--- config.mk ---
export PLATFORM = sky130hd
export DESIGN_NAME = sign_mult_acc
export DESIGN_NICKNAME = d
export VERILOG_FILES = /design/src/rtl/sign_mult_pkg.sv /design/src/rtl/sign_mult_sat_add.sv /design/src/rtl/sign_mult_acc.sv
export SDC_FILE = /design/constraint.sdc
export NUM_CORES = 1
export LEC_CHECK = 0
export BUFFER_PORTS_ARGS = -buffer_cell sky130_fd_sc_hd__buf_2
export CAP_MARGIN = 15
export CORE_ASPECT_RATIO = 0.9
export CORE_MARGIN = 5
export CORE_UTILIZATION = 45
export CTS_BUF_LIST = sky130_fd_sc_hd__clkbuf_16
export DETAILED_ROUTE_END_ITERATION = 6
export PLACE_DENSITY = 0.73
export SLEW_MARGIN = 10
export SYNTH_ARGS = -nofsm -noshare
export SYNTH_HDL_FRONTEND = slang
export SYNTH_SLANG_ARGS = --single-unit
--- constraint.sdc ---
create_clock -name clk -period 2.6 [get_ports clk]
set_clock_uncertainty 0.05 [all_clocks]
set_input_delay 0.13 -clock clk [delete_from_list [all_inputs] [get_ports clk]]
set_output_delay 0.13 -clock clk [all_outputs]
set_load 0.005 [all_outputs]
--- src/rtl/sign_mult_pkg.sv ---
// -----------------------------------------------------------------------------
// sign_mult_pkg
// Shared constants and types for the sign_mult_acc block.
//   PROD_W    : width of each signed product coming from the multipliers
//   DEF_CNT_N : default number of products summed per batch
//   DEF_ACC_W : default accumulator / result width
//   state_t   : batch FSM states (ACCUM collects beats, HOLD presents result)
// -----------------------------------------------------------------------------
package sign_mult_pkg;

    localparam int PROD_W    = 16;
    localparam int DEF_CNT_N = 8;
    localparam int DEF_ACC_W = 20;

    typedef enum logic {
        ACCUM = 1'b0,
        HOLD  = 1'b1
    } state_t;

endpackage

--- src/rtl/sign_mult_sat_add.sv ---
// -----------------------------------------------------------------------------
// sign_mult_sat_add
// Combinational signed adder that clamps to the representable ACC_W range
// instead of wrapping.
// Ports:
//   i_a   : signed accumulator operand (ACC_W bits)
//   i_b   : signed addend, already sign-extended to ACC_W bits
//   o_sum : clamped sum (ACC_W bits)
//   o_sat : 1 when the true sum fell outside the range and was clamped
// -----------------------------------------------------------------------------
module sign_mult_sat_add
    import sign_mult_pkg::*;
#(
    parameter int ACC_W = DEF_ACC_W
) (
    input  logic signed [ACC_W-1:0] i_a,
    input  logic signed [ACC_W-1:0] i_b,
    output logic signed [ACC_W-1:0] o_sum,
    output logic                    o_sat
);

    localparam logic [ACC_W-1:0] MAX_VAL = {1'b0, {(ACC_W-1){1'b1}}};
    localparam logic [ACC_W-1:0] MIN_VAL = {1'b1, {(ACC_W-1){1'b0}}};

    logic [ACC_W:0] w_wide;

    // One guard bit: the true sum of two ACC_W-bit values always fits in
    // ACC_W+1 bits, so overflow shows up as the top two bits disagreeing.
    assign w_wide = {i_a[ACC_W-1], i_a} + {i_b[ACC_W-1], i_b};

    // The guard bit carries the true sign, which picks the clamp direction.
    always_comb begin
        o_sum = w_wide[ACC_W-1:0];
        o_sat = 1'b0;
        if (w_wide[ACC_W] != w_wide[ACC_W-1]) begin
            o_sat = 1'b1;
            o_sum = w_wide[ACC_W] ? MIN_VAL : MAX_VAL;
        end
    end

endmodule

--- src/rtl/sign_mult_acc.sv ---
// -----------------------------------------------------------------------------
// sign_mult_acc
// Sums CNT_N signed products (z1) per batch while cross-checking a duplicate
// multiplier output (z2). The finished batch is held on the output until the
// consumer takes it.
// Optional feature: define SIGN_MULT_ACC_SAT_EN to clamp every addition and
// report clamping on out_sat; otherwise additions wrap and out_sat is 0.
// Ports:
//   clk, rst_n    : clock, asynchronous active-low reset
//   clr           : synchronous batch abort (drops the beat and any result)
//   in_valid      : product pair presented on z1/z2
//   in_ready      : block accepts a pair this cycle (ACCUM state only)
//   z1, z2        : signed products from the two multipliers
//   out_valid     : batch result held stable (HOLD state)
//   out_ready     : consumer takes the result
//   out_sum       : running sum in ACCUM, batch result in HOLD
//   out_mismatch  : z1 != z2 was seen on an accepted beat of this batch
//   out_sat       : a clamp happened in this batch (0 without the feature)
// -----------------------------------------------------------------------------
module sign_mult_acc
    import sign_mult_pkg::*;
#(
    parameter int CNT_N = DEF_CNT_N,
    parameter int ACC_W = DEF_ACC_W
) (
    input  logic                     clk,
    input  logic                     rst_n,
    input  logic                     clr,
    input  logic                     in_valid,
    output logic                     in_ready,
    input  logic signed [PROD_W-1:0] z1,
    input  logic signed [PROD_W-1:0] z2,
    output logic                     out_valid,
    input  logic                     out_ready,
    output logic signed [ACC_W-1:0]  out_sum,
    output logic                     out_mismatch,
    output logic                     out_sat
);

    localparam int               CNT_W    = $clog2(CNT_N + 1);
    localparam logic [CNT_W-1:0] LAST_IDX = CNT_W'(CNT_N - 1);

    state_t                   r_state;
    state_t                   w_next_state;
    logic                     r_live;
    logic [CNT_W-1:0]         r_cnt;
    logic signed [ACC_W-1:0]  r_acc;
    logic                     r_mismatch;
    logic                     w_accept;
    logic                     w_last;
    logic                     w_release;
    logic signed [ACC_W-1:0]  w_z1_ext;
    logic signed [ACC_W-1:0]  w_sum;

    // r_live keeps in_ready low during reset and on the first edge after
    // release, so a beat offered on that edge is never taken.
    assign in_ready  = r_live && (r_state == ACCUM);
    assign out_valid = (r_state == HOLD);
    assign w_accept  = in_valid && in_ready && !clr;
    assign w_last    = w_accept && (r_cnt == LAST_IDX);
    assign w_release = out_valid && out_ready;

    assign w_z1_ext     = ACC_W'(signed'(z1));
    assign out_sum      = r_acc;
    assign out_mismatch = r_mismatch;

`ifdef SIGN_MULT_ACC_SAT_EN
    logic w_sat;
    logic r_sat;

    sign_mult_sat_add #(
        .ACC_W (ACC_W)
    ) u_sat_add (
        .i_a   (r_acc),
        .i_b   (w_z1_ext),
        .o_sum (w_sum),
        .o_sat (w_sat)
    );

    assign out_sat = r_sat;

    // Sticky clamp flag, cleared together with the rest of the batch.
    always_ff @(posedge clk or negedge rst_n) begin
        if (!rst_n) begin
            r_sat <= 1'b0;
        end else if (clr || w_release) begin
            r_sat <= 1'b0;
        end else if (w_accept) begin
            r_sat <= r_sat | w_sat;
        end
    end
`else
    assign w_sum   = r_acc + w_z1_ext;
    assign out_sat = 1'b0;
`endif

    // State register.
    always_ff @(posedge clk or negedge rst_n) begin
        if (!rst_n) begin
            r_state <= ACCUM;
        end else begin
            r_state <= w_next_state;
        end
    end

    // Next state: clr wins everywhere; ACCUM leaves on the last beat of the
    // batch, HOLD leaves once the consumer has taken the result.
    always_comb begin
        w_next_state = r_state;
        if (clr) begin
            w_next_state = ACCUM;
        end else begin
            case (r_state)
                ACCUM:   if (w_last)    w_next_state = HOLD;
                HOLD:    if (out_ready) w_next_state = ACCUM;
                default: w_next_state = ACCUM;
            endcase
        end
    end

    // Batch datapath: an abort or a completed handshake starts a fresh batch;
    // otherwise each accepted beat is folded into the sum. The counter stops
    // at CNT_N because HOLD blocks further beats, so it cannot wrap.
    always_ff @(posedge clk or negedge rst_n) begin
        if (!rst_n) begin
            r_live     <= 1'b0;
            r_cnt      <= '0;
            r_acc      <= '0;
            r_mismatch <= 1'b0;
        end else begin
            r_live <= 1'b1;
            if (clr || w_release) begin
                r_cnt      <= '0;
                r_acc      <= '0;
                r_mismatch <= 1'b0;
            end else if (w_accept) begin
                r_cnt      <= r_cnt + 1'b1;
                r_acc      <= w_sum;
                r_mismatch <= r_mismatch | (z1 != z2);
            end
        end
    end

endmodule

Word level (Yosys, flattened, before mapping)
Index checks and enable logic that the tools add are counted.
Word-level totals
  bits in registers: 27
  input port bits: 37
  output and inout port bits: 24
  word-level logic and storage cells: 29
Operators by class
  $add $sub $neg: 2
  eq/ne operators: 2
  mux-type cells: 10
  bitwise operators: 2
  reductions and logical operators: 8
Operator list (count)
  2-to-1 mux 20 bit: 2
  adder 20 x 16 -> 20 bit: 1
  != test 16 bit: 1
  2-to-1 mux 4 bit: 2
  logical AND 1 bit: 5
  2-to-1 mux 1 bit: 5
  adder 4 x 1 -> 4 bit (second input constant): 1
  equality test 4 x 3 -> 1 bit (second input constant): 1
  case mux 1 bit (2 select lines): 1
  nonzero test 2 bit: 1
  zero test 1 bit: 1
  logical OR 1 bit: 1
  NOT 1 bit: 1
  bitwise OR 1 bit: 1

Logic depth before layout (Yosys ltp)
Gate-level depths: netlist (run 1).
  depth in word-level cells: 8
  mapped depth: 9
  mapped depth without buffers: 9

Worst setup path before layout (run 1)
Ideal clock, no wire load.
  kind: reg-to-reg
  start point: register r_acc[0] (netlist: out_sum[0])
  end point: register r_acc[18] (netlist: out_sum[18])
  setup time: 122 ps
  arrival time: 2387 ps
  setup slack: 41 ps
  stages on the path, launching flop included: 10
  buffers on the path: 0
  period minus slack after synthesis: 2559 ps
  cells stage by stage: dfrtp_1 > ha_1 > fa_1 > a21o_1 > nand4_1 > nand2_1 > a2111oi_2 > nor3b_1 > or3_1 > a32o_1
On the way
  word-level cells in the longest chain between the ends: 3
Ends and longest elaborated chain
  from (decl): line sign_mult_acc.sv:47  | logic signed [ACC_W-1:0] r_acc;
  from (signal assigned): line sign_mult_acc.sv:138  | r_acc <= w_sum;
  adder 20 x 16 -> 20 bit: line sign_mult_acc.sv:93  | assign w_sum = r_acc + w_z1_ext;
  2-to-1 mux 20 bit: line sign_mult_acc.sv:136  | end else if (w_accept) begin
  2-to-1 mux 20 bit: line sign_mult_acc.sv:132  | if (clr || w_release) begin
Every way passes these cells. The select of a mux whose other input is x is not followed.
A chain may end at the register's enable or synchronous reset.

Final worst setup path (run 1)
Same ends and word-level chain as after synthesis.

==> impl_metrics.csv, run 1 <==
group,metric,value,unit
worst_hold_path,whs_endpoint,"out_valid",
power_and_ir_drop,leakage,1.42,nW
detailed_routing,via_count,2050,
grt,grt.met2_usage,0.292,
layout,final_common_cell,"buf_2",
layout,area_growth,24.3,%
power_and_ir_drop,vdd_drop_max,265,uV
clock_tree,clockBufferDepth,2,
detailed_routing,drt-pass1-iter-count,4,
synthesis,yosysWarnings,0,
clock_tree,cts-buffers-inserted,3,
critical_path,critPathMaxFanout,3,
floorplanning,initial_core_util,0.456,
sta,fmax,0.390,GHz
worst_hold_path,hp-class,"in2reg",
sta,grt_setup_unrepaired,"yes",
layout,diodes,0,
synthesis,ys_seq_area_frac,0.310,
sta,relSlewSlack,0.563,
critical_path,startpoint,"out_sum[0]",
floorplanning,ioPinCount,61,
layout,fillers,456,
grt,grt_pass1_vias,1991,
detailed_routing,drc_errors,0,
clock_tree,clk_latency,0.27,ns
clock_tree,clkTransAtPathRegs,0.07,ns
floorplanning,die_h,76.0,um
critical_path,crit-reg2reg-capture,"out_sum[18]",
clock_tree,htreeDepth,1,
critical_path,cp-end-kind,"flip-flop",
placed_design,routabilityCongestion,0.931,
critical_path,critPathKind,"reg2reg",
placed_design,io_buffers,59,
critical_path,ff2ff_setup_slack,0.04,ns
grt,grt_usage,0.180,
critical_path,worst_ep_arrival_time,2.67,ns
sta,setup_slack,0.0353,ns
layout,final_cells,371,
clock_tree,cts_tree,"built",
placed_design,hpwlAfterDp,4440,um
detailed_routing,post_drt_wl_per_cell,15.7,um
run_status,status,"finished, final reports clean",
critical_path,cp_data_required_time,2.71,ns
critical_path,critPathLaunchType,"flip-flop",
sta,finalSetupViolCount,0,
detailed_routing,wl,5810,um
clock_tree,root_buffer,"clkbuf_16",
floorplanning,die_width,83.4,um
synthesis,synth_edf_count,0,
detailed_routing,ant_nets,0,
synthesis,syn_area,0.00218,mm2
sta,min_period_over_period,0.986,
floorplanning,rows,24,
synthesis,synth-seq-cells,27,
synthesis,synth_cell_type_count,50,
layout,drive_above_1_share,0.304,
sta,slew_viol_final,0,
synthesis,async_flop_share,1.00,
synthesis,synth-main-ff-cell,"dfrtp_1",
placed_design,place_inst,363,
detailed_routing,drt_iter0_drc,108,
grt,grt-ovfl-total,0,
layout,final_cell_mix,"buf_2 (59), dfrtp_1 (27), xor2_1 (24)",
flow_run,drv_cap,0,
worst_hold_path,hold_path_startpoint,"out_ready",
power_and_ir_drop,p_total,1.24,mW
floorplanning,dieArea,0.00634,mm2
worst_hold_path,hold_depth,3,
sta,tightestPinTransition,0.655,ns
grt,grt.met1_usage,0.250,
critical_path,rr_worst_depth,9,
grt,grt_pass1_wl,9600,um
sta,finalHoldViolations,0,
layout,final_area,0.00271,mm2
floorplanning,core_area,0.00477,mm2
grt,grt_max_degree,28,
synthesis,synth_area_per_cell,9.16,um2
sta,fin_crit,2.56,ns
power_and_ir_drop,power_density,458,mW/mm2
grt,antenna_found_initial,0,
clock_tree,cts.sinks,27,
placed_design,place_ws,-0.000652,ns
synthesis,syn_inst,238,
placed_design,place_area,0.00256,mm2
grt,grt.busiest_layer,"met2",
layout,finalNetCount,365,
critical_path,reg2reg_from,"out_sum[0]",
grt,use_met3,0.0357,
detailed_routing,avgViaCountPerCell,5.53,
synthesis,syn-num-nets,296,
-- worst max-delay path by stage --
stage	to	cells past startpoint	slack, ns
finish	out_sum[18]	9	0.04
global route	out_sum[18]	9	-0.06
CTS	out_sum[18]	9	0.009
detailed placement	out_sum[18]	9	-0.0007
global placement	out_sum[18]	9	0.06
floorplan	out_sum[18]	9	0.04
-- cell families after synthesis --
kind of cell	Yosys count	synth area share
AO/OA/AOI/OAI	74	0.229
XOR/XNOR	33	0.133
adder cells (fa/ha/maj)	21	0.124
buffers and inverters	13	0.0367
flip-flops	27	0.310
other	2	0.00345
AND/OR/NAND/NOR	68	0.164
-- final cells by class --
| cell class | instances | area, um2 | share of cell area |
|---|---|---|---|
| Clock inverter | 1 | 5.00 | 0.00185 |
| Sequential cell | 27 | 676 | 0.249 |
| Timing Repair Buffer | 71 | 388 | 0.143 |
| Multi-Input combinational cell | 198 | 1460 | 0.539 |
| Clock buffer | 3 | 75.1 | 0.0277 |
| Inverter | 6 | 22.5 | 0.00831 |
| Tap cell | 65 | 81.3 | 0.0300 |
-- flip-flops by register name, summed over array words and instances, names as in the netlist --
| signal | flops |
|---|---|
| out_mismatch | 1 |
| out_valid | 1 |
| out_sum | 20 |
| r_live | 1 |
| r_cnt | 4 |
-- layer usage --
layer,up-vias,share of wire
met5,-,0
met1,987,0.48
met2,55,0.45
met3,5,0.061
li1,1003,-
met4,0,0.0095
-- cell usage after synthesis, types with 2 or more instances --
library cell	number	area share
dfrtp_1	27	0.31
xor2_1	24	0.096
nand2_1	22	0.038
ha_1	20	0.11
a21oi_1	19	0.044
o21ai_0	17	0.039
nor2_1	13	0.022
xnor2_1	9	0.036
a21o_1	8	0.028
inv_1	6	0.010
a22o_1	5	0.020
nand3_1	5	0.011
nand4_1	4	0.011
nor4_1	4	0.011
o21bai_1	4	0.014
a211o_1	3	0.012
a32o_1	3	0.014
and3_1	3	0.0086
and3_2	3	0.010
or3_1	3	0.0086
a31oi_1	2	0.0057
and2_1	2	0.0057
buf_6	2	0.010
clkbuf_1	2	0.0034
conb_1	2	0.0034
nor2b_1	2	0.0057
-- worst max-delay path, stage by stage, from the launching register on --
cell and delay (ns):
dfrtp_1 0.39, ha_2 0.20, fa_2 0.39, a21o_1 0.21, nand4_1 0.10, nand2_2 0.08
a2111oi_4 0.39, nor3b_2 0.08, or3_1 0.32, a32o_1 0.24
-- stage by stage --
step / hold slack (ns) / utilization / TNS (ns)
after global routing: 0.208 / 0.567 / -0.0646
final: 0.170 / 0.567 / 0
after detailed placement: 0.156 / 0.536 / -0.000652
after floorplan: -0.216 / - / 0
after CTS: 0.171 / 0.557 / 0
after global placement: 0.136 / 0.536 / 0
-- what timing repair did --
| action | CTS | global route |
|---|---|---|
| hold buffers | 1 | 0 |
| gates resized for setup | 1 | 8 |
| setup buffers | 0 | 3 |
| endpoints found under the hold margin | 27 | 0 |
| endpoints found under the setup margin | 1 | 4 |
| pin swaps | 0 | 5 |
-- power breakdown --
part | internal [mW] | switching (mW) | leakage (nW)
logic | 0.188 | 0.224 | 1.01
clock network | 0.208 | 0.153 | 0.0409
registers | 0.446 | 0.0217 | 0.366
No activity file was read; power rests on OpenSTA's default activity.
==> run 2: changes to the inputs <==
--- a/config.mk
+++ b/config.mk
@@ -11,8 +11,10 @@
 export CORE_MARGIN = 5
 export CORE_UTILIZATION = 45
 export CTS_BUF_LIST = sky130_fd_sc_hd__clkbuf_16
+export CTS_CLUSTER_SIZE = 25
 export DETAILED_ROUTE_END_ITERATION = 6
 export PLACE_DENSITY = 0.73
+export REMOVE_ABC_BUFFERS = 1
 export SLEW_MARGIN = 10
 export SYNTH_ARGS = -nofsm -noshare
 export SYNTH_HDL_FRONTEND = slang
==> impl_metrics.csv, run 2 (synthesis results as in run 1) <==
group,metric,value,unit
clock_tree,root_buffer,"clkbuf_16",
critical_path,critPathMaxFanout,3,
grt,antenna_found_initial,0,
critical_path,worst_ep_arrival_time,2.70,ns
placed_design,place_inst,364,
layout,final_common_cell,"buf_2",
sta,finalSetupViolCount,0,
layout,final_cell_mix,"buf_2 (59), dfrtp_1 (27), xor2_1 (24)",
sta,fin_crit,2.60,ns
sta,relSlewSlack,0.584,
placed_design,place_area,0.00257,mm2
power_and_ir_drop,power_density,453,mW/mm2
detailed_routing,drt-pass1-iter-count,4,
critical_path,cp-end-kind,"flip-flop",
sta,min_period_over_period,0.999,
worst_hold_path,hp-class,"in2reg",
clock_tree,clockBufferDepth,2,
detailed_routing,post_drt_wl_per_cell,15.2,um
clock_tree,clk_latency,0.26,ns
clock_tree,htreeDepth,1,
sta,finalHoldViolations,0,
grt,grt_pass1_wl,9330,um
detailed_routing,drt_iter0_drc,98,
layout,area_growth,24.2,%
sta,tightestPinTransition,0.624,ns
detailed_routing,via_count,1987,
detailed_routing,ant_nets,0,
clock_tree,cts_tree,"built",
run_status,status,"finished, final reports clean",
critical_path,critPathLaunchType,"flip-flop",
layout,final_cells,370,
sta,slew_viol_final,0,
power_and_ir_drop,leakage,1.42,nW
grt,grt_pass1_vias,2012,
layout,diodes,0,
placed_design,hpwlAfterDp,4450,um
sta,fmax,0.385,GHz
placed_design,io_buffers,59,
layout,drive_above_1_share,0.295,
clock_tree,clkTransAtPathRegs,0.06,ns
placed_design,routabilityCongestion,0.881,
layout,largest_register_ff_count,20,
floorplanning,ioPinCount,61,
layout,final_area,0.00271,mm2
sta,fin_tns_setup,0,ns
sta,whs,0.183,ns
grt,grt_max_degree,28,
floorplanning,die_width,83.4,um
clock_tree,cts-buffers-inserted,3,
grt,grt_usage,0.177,
sta,grt_setup_unrepaired,"yes",
layout,finalNetCount,364,
floorplanning,die_h,76.0,um
grt,grt-ovfl-total,0,
floorplanning,initial_core_util,0.456,
power_and_ir_drop,vdd_drop_max,250,uV
flow_run,drv_cap,0,
detailed_routing,avgViaCountPerCell,5.37,
floorplanning,dieArea,0.00634,mm2
floorplanning,core_area,0.00477,mm2
clock_tree,cts.sinks,27,
detailed_routing,wl,5640,um
floorplanning,rows,24,
power_and_ir_drop,p_total,1.23,mW
critical_path,critPathKind,"reg2reg",
detailed_routing,drc_errors,0,
critical_path,cp_data_required_time,2.70,ns
run 2: cell count changes in the layout (fill, tap and decap cells not counted):
| cell | delta |
|---|---|
| a2111oi_0 | +1 |
| a2111oi_1 | -1 |
| buf_4 | -1 |
| clkinv_2 | -1 |
| ha_1 | +1 |
| ha_2 | -2 |
| ha_4 | +1 |
| inv_1 | +1 |
run 2: power breakdown:
part	internal, mW	switching, mW	leakage (nW)	total (mW)
sequential	0.446	0.0220	0.366	0.468
combinational	0.189	0.218	1.01	0.407
clock	0.206	0.144	0.0423	0.350
total	0.841	0.384	1.42	1.23
run 2: path summary, 6_finish.rpt:
| path | from | end | slack (ns) | depth (start not counted) |
|---|---|---|---|---|
| max | out_sum[0] | out_sum[18] | 0.003 | 9 |
| min | out_ready | r_cnt[2] | 0.18 | 3 |
| max reg2reg | out_sum[0] | out_sum[18] | 0.003 | 9 |
| min reg2reg | out_mismatch | out_mismatch | 0.46 | 2 |
| max in group asynchronous | rst_n | r_live | 1.73 | 2 |
| min in group asynchronous | rst_n | out_sum[9] | 0.37 | 2 |
run 2: repair_timing:
item	in CTS	in global routing
hold buffers	1	0
pin swaps	0	4
endpoints found under the hold margin	27	0
resized for setup	1	7
endpoints found under the setup margin	1	2
setup buffers	0	1
run 2: through the flow:
step                      setup slack (ns)  utilization
after floorplan                     0.0410            -
after global placement              0.0905        0.537
after detailed placement           0.00129        0.537
after CTS                          0.00954        0.557
after global routing                -0.122        0.567
final                              0.00263        0.567
run 2: layout make-up:
class	instances	area, um2
Tap cell	65	81.3
Clock inverter	1	3.75
Timing Repair Buffer	70	380
Fill cell	435	2070
Clock buffer	3	75.1
Multi-Input combinational cell	198	1470
Sequential cell	27	676
Inverter	6	22.5
run 2: critical path, cell delays in order, from the launching register on:
cell and delay [ns]:
dfrtp_1 0.38, ha_2 0.19, fa_2 0.34, a21o_1 0.21, nand4_1 0.10, nand2_2 0.08, a2111oi_4 0.41, nor3b_2 0.09
or3_1 0.37, a32o_1 0.25
run 2: per-layer routing:
layer,GRT usage,wire (um)
met1,0.235,2640
met2,0.291,2590
met3,0.0486,384
met4,0.0343,30
met5,0,0
